### config.mk
export PLATFORM = sky130hd
export DESIGN_NAME = ram_64x8_flat
export DESIGN_NICKNAME = d
export VERILOG_FILES = /design/src/rtl/ram_64x8_pkg.sv /design/src/rtl/ram_64x8_if.sv /design/src/rtl/ram_64x8_array.sv /design/src/rtl/ram_64x8.sv /design/src/flat_wrapper.sv
export SDC_FILE = /design/constraint.sdc
export NUM_CORES = 1
export LEC_CHECK = 0
export ABC_AREA = 1
export BUFFER_PORTS_ARGS = -buffer_cell sky130_fd_sc_hd__buf_2
export CORE_MARGIN = 2
export CORE_UTILIZATION = 45
export DETAILED_ROUTE_END_ITERATION = 12
export MAX_ROUTING_LAYER = met4
export PLACE_DENSITY_LB_ADDON = 0.3
export SLEW_MARGIN = 20
export SYNTH_ARGS = -nofsm -noshare
export SYNTH_HDL_FRONTEND = slang
export SYNTH_SLANG_ARGS = --single-unit
### constraint.sdc
create_clock -name ck -period 1.85 [get_ports ck]
set_clock_uncertainty 0.05 [all_clocks]
set_input_delay 0.37 -clock ck [delete_from_list [all_inputs] [get_ports ck]]
set_output_delay 0.37 -clock ck [all_outputs]
set_load 0.01 [all_outputs]
### src/rtl/ram_64x8_pkg.sv
// Shared constants and types for the 64x8 single-port scratch RAM.
package ram_64x8_pkg;

    localparam int unsigned DATA_W = 8;
    localparam int unsigned ADDR_W = 6;
    localparam int unsigned DEPTH  = 1 << ADDR_W;

    typedef logic [DATA_W-1:0] word_t;
    typedef logic [ADDR_W-1:0] addr_t;

endpackage

### src/rtl/ram_64x8_if.sv
// Access bus of the RAM: write enable, shared address, write data, read data.
interface ram_64x8_if
    import ram_64x8_pkg::*;
    ();

    logic  wen;
    addr_t addr;
    word_t din;
    word_t dout;

    modport master (output wen, output addr, output din, input dout);
    modport slave  (input wen, input addr, input din, output dout);

endinterface

### src/rtl/ram_64x8_array.sv
// Flip-flop storage array with per-word asynchronous clear and write decode.
// The addressed word is presented combinationally; the caller registers it.
module ram_64x8_array
    import ram_64x8_pkg::*;
    (
    input  logic  ck,
    input  logic  rst_n,
    input  logic  we,
    input  addr_t addr,
    input  word_t wdata,
    output word_t rdata
);

    word_t mem_q [DEPTH];
    word_t mem_d [DEPTH];

    // Next contents: only the addressed word changes, and only when writing.
    always_comb begin
        mem_d = mem_q;
        if (we) begin
            mem_d[addr] = wdata;
        end
    end

    // Storage flops; reset clears every word regardless of the clock.
    always_ff @(posedge ck or negedge rst_n) begin
        if (!rst_n) begin
            for (int unsigned i = 0; i < DEPTH; i++) begin
                mem_q[i] <= '0;
            end
        end else begin
            mem_q <= mem_d;
        end
    end

    assign rdata = mem_q[addr];

endmodule

### src/rtl/ram_64x8.sv
// 64x8 single-port synchronous RAM with registered, write-first read data.
module ram_64x8
    import ram_64x8_pkg::*;
    (
    input  logic       ck,
    input  logic       rst_n,
    ram_64x8_if.slave  bus
);

    word_t rd_word;
    word_t dout_d;
    word_t dout_q;

    ram_64x8_array u_array (
        .ck    (ck),
        .rst_n (rst_n),
        .we    (bus.wen),
        .addr  (bus.addr),
        .wdata (bus.din),
        .rdata (rd_word)
    );

    // Write-first: a write to the addressed word bypasses the stored value.
    always_comb begin
        dout_d = rd_word;
        if (bus.wen) begin
            dout_d = bus.din;
        end
    end

    // Read register; cleared asynchronously together with the array.
    always_ff @(posedge ck or negedge rst_n) begin
        if (!rst_n) begin
            dout_q <= '0;
        end else begin
            dout_q <= dout_d;
        end
    end

    assign bus.dout = dout_q;

endmodule

### src/flat_wrapper.sv
// flat-port wrapper written by rule: the top's interface ports become plain ports
module ram_64x8_flat import ram_64x8_pkg::*;
  (ck, rst_n, bus_wen, bus_addr, bus_din, bus_dout);
  ram_64x8_if bus_i ();
  input  logic ck;
  input  logic rst_n;
  input wire logic [$bits(bus_i.wen)-1:0] bus_wen;
  input wire logic [$bits(bus_i.addr)-1:0] bus_addr;
  input wire logic [$bits(bus_i.din)-1:0] bus_din;
  output wire logic [$bits(bus_i.dout)-1:0] bus_dout;
  assign bus_i.wen = bus_wen;
  assign bus_i.addr = bus_addr;
  assign bus_i.din = bus_din;
  assign bus_dout = bus_i.dout;
  ram_64x8 u_core (.ck(ck), .rst_n(rst_n), .bus(bus_i));
endmodule
==> flow_summary.ini <==
[outcome]
status = complete, no violations

[placement]
hpwl_um = 48000
gp_congestion = 0.938
pre_cts_slack_ps = -262
port-buffer-count = 24

[clock_tree]
ctsResizeCount = 0
clkSinkCount = 520
clk_latency_ps = 640
cts_buffers = 56
h-tree-depth = 2
cts_tree = built
clk_pin_slew_ps = 70
cts_max_path_buffers = 3
cts_root_buffer = clkbuf_16
cts_setup_buffers = 0

[synth]
synth_cells = 3344
synth_nets = 3361
synth_area_mm2 = 0.0246
yosysUniqueCellTypes = 21
syn_area_per_cell_um2 = 7.34
ys_warn_count = 0
ys_seq_area_share_pct = 53.0
ys_seq_elements = 520

[hold_path]
hold_class = in2reg

[finish]
drive_gt1_share_pct = 11.3
fill_cells = 5047
antenna_cells = 0
layout_commonest_cell = nand2_1
nNetsFinal = 3465
area_growth_pct = 20.2
final_cell_mix = nand2_1 (1793), dfrtp_1 (520), o21ai_0 (472)

[grt]
grt.overflow.total = 0
grt_pass1_wl_um = 117000
gr-max-usage-layer = met1
grt_usage_pct = 27.2
use_met3_pct = 4.06
grt_pass1_vias = 20500
grt_util_met2_pct = 39.7
grt_antenna_before_repair = 0
met1_usage_pct = 40.0
grt_max_degree = 77

[sta]
timing.hold.ws_ps = 30.7
rsz0062_at_grt = false
setup_slack_ps = 108
hold_viol_final = 0
fmax_mhz = 574
finalSetupViolCount = 0
fin_crit_sh_pct = 94.2
period_needed_ps = 1740
worstMarginPinSlew_ps = 507
slew_viol_final = 0
relSlewSlack_pct = 66.0

[detailed_routing]
wl_um = 72800
routed_via_density = 5.23
drt_iter0_markers = 2253
first_pass_iters = 6
drc = 0
vias = 21900
wl_per_cell_um = 17.4
drtAntennaViolNets = 0

[power_and_ir_drop]
p_int_mw = 21.9
power_switching_mw = 8.44
combPwrFrac_pct = 15.0
pwr-share-clk_pct = 39.3
peakVddDrop_v = 0.000820
seq_power_share_pct = 45.7
p_leak_nw = 15.2
p_per_area_mw_per_mm2 = 1030
swShare_pct = 27.8

[setup_path]
critPathRequiredTime_ps = 1430
path_class = reg2out
crit_chain = buf_2
path_buf_inv = 1
path_max_fanout = 1
worstPathArrival_ps = 1320
cp-end-kind = output pin
critPathLaunchType = register
critPathTopFamily = flip-flops
cpMaxStageDelayCell = dfrtp_1
slowest_delay_ps = 490

[die]
start_util_pct = 45.5
die_h_um = 238
die_area_mm2 = 0.0565
core_area_mm2 = 0.0539
row_count = 85
die_w_um = 238
num_io_pins = 25

[job]
cap_violations = 0
[layer usage]
layer	vias to the layer above	share of wire [%]	routed length, µm
met5	-	0	0
met4	0	2.2	1590
met3	100	6.6	4810
met2	685	44	32000
met1	10500	47	34300
li1	10700	-	-
[synth_stat cells, drive strengths merged]
library cell / number / area share [%]
a21oi: 83 / 1.7
buf: 53 / 1.0
clkbuf: 168 / 2.6
clkinv: 2 / 0.031
dfrtp: 520 / 53
inv: 80 / 1.2
nand2: 1798 / 28
nand3: 17 / 0.37
nor2: 126 / 2.0
nor3: 11 / 0.29
nor4: 5 / 0.40
o211ai: 5 / 0.15
o21ai: 472 / 9.6
or2: 4 / 0.10
[logic make-up after synthesis]
group                  after synthesis  synth area share [%]
AOI/OAI and AO/OA                  560                  11.5
buffers and inverters              303                  4.86
DFF                                520                  53.0
and+or+nand+nor                   1961                  30.7
[final cells by class]
| class | count | area, µm² | share of cell area [%] |
|---|---|---|---|
| sequential | 520 | 13000 | 44.1 |
| multi-input combinational | 2521 | 10400 | 35.2 |
| timing repair buffer | 267 | 2990 | 10.1 |
| clock buffer | 79 | 1660 | 5.62 |
| tap | 696 | 871 | 2.95 |
| inverter | 82 | 315 | 1.07 |
| clock inverter | 19 | 297 | 1.00 |
[state kept, by name (all words and copies together), names as in the netlist]
register,flops
u_core.bus.dout,8
u_core.u_array.mem_q,512
[final timing paths]
kind	to	slack, ps	cells past startpoint	startpoint
max	bus_dout[3]	110	1	u_core.bus.dout[3]$_DFF_PN0_
min	u_core.u_array.mem_q[186]$_DFFE_PN0P_	30	3	bus_din[2]
max reg2reg	u_core.bus.dout[1]$_DFF_PN0_	220	9	u_core.u_array.mem_q[345]$_DFFE_PN0P_
min reg2reg	u_core.u_array.mem_q[345]$_DFFE_PN0P_	430	2	u_core.u_array.mem_q[345]$_DFFE_PN0P_
max in group asynchronous	u_core.u_array.mem_q[112]$_DFFE_PN0P_	850	4	rst_n
min in group asynchronous	u_core.u_array.mem_q[13]$_DFFE_PN0P_	160	2	rst_n
[power groups by stage]
stage	Sequential [mW]	Clock, mW	Combinational (mW)
after global placement	14.0	0	4.40
after floorplan	13.8	0	2.85
after global routing	14.1	12.6	5.23
final	13.9	12.0	4.54
after CTS	13.9	12.1	4.55
after detailed placement	14.0	0	4.52
[stage by stage]
step                std cells  total power, mW  TNS [ps]  area (µm²)  utilization [%]
floorplan                3344             16.7     -77.0       24600                -
global placement         4081             18.4    -34180       27500             51.0
detailed placement       4081             18.6    -45530       27500             51.0
CTS                      4184             30.5         0       29500             54.8
global route             4184             31.9         0       29500             54.8
finish                   4184             30.4         0       29500             54.8
[repair_timing]
item | in CTS | in global routing
setup endpoints to repair | 0 | 0
hold buffers | 5 | 0
hold endpoints to repair | 240 | 0
No activity file was read; power rests on OpenSTA's default activity.
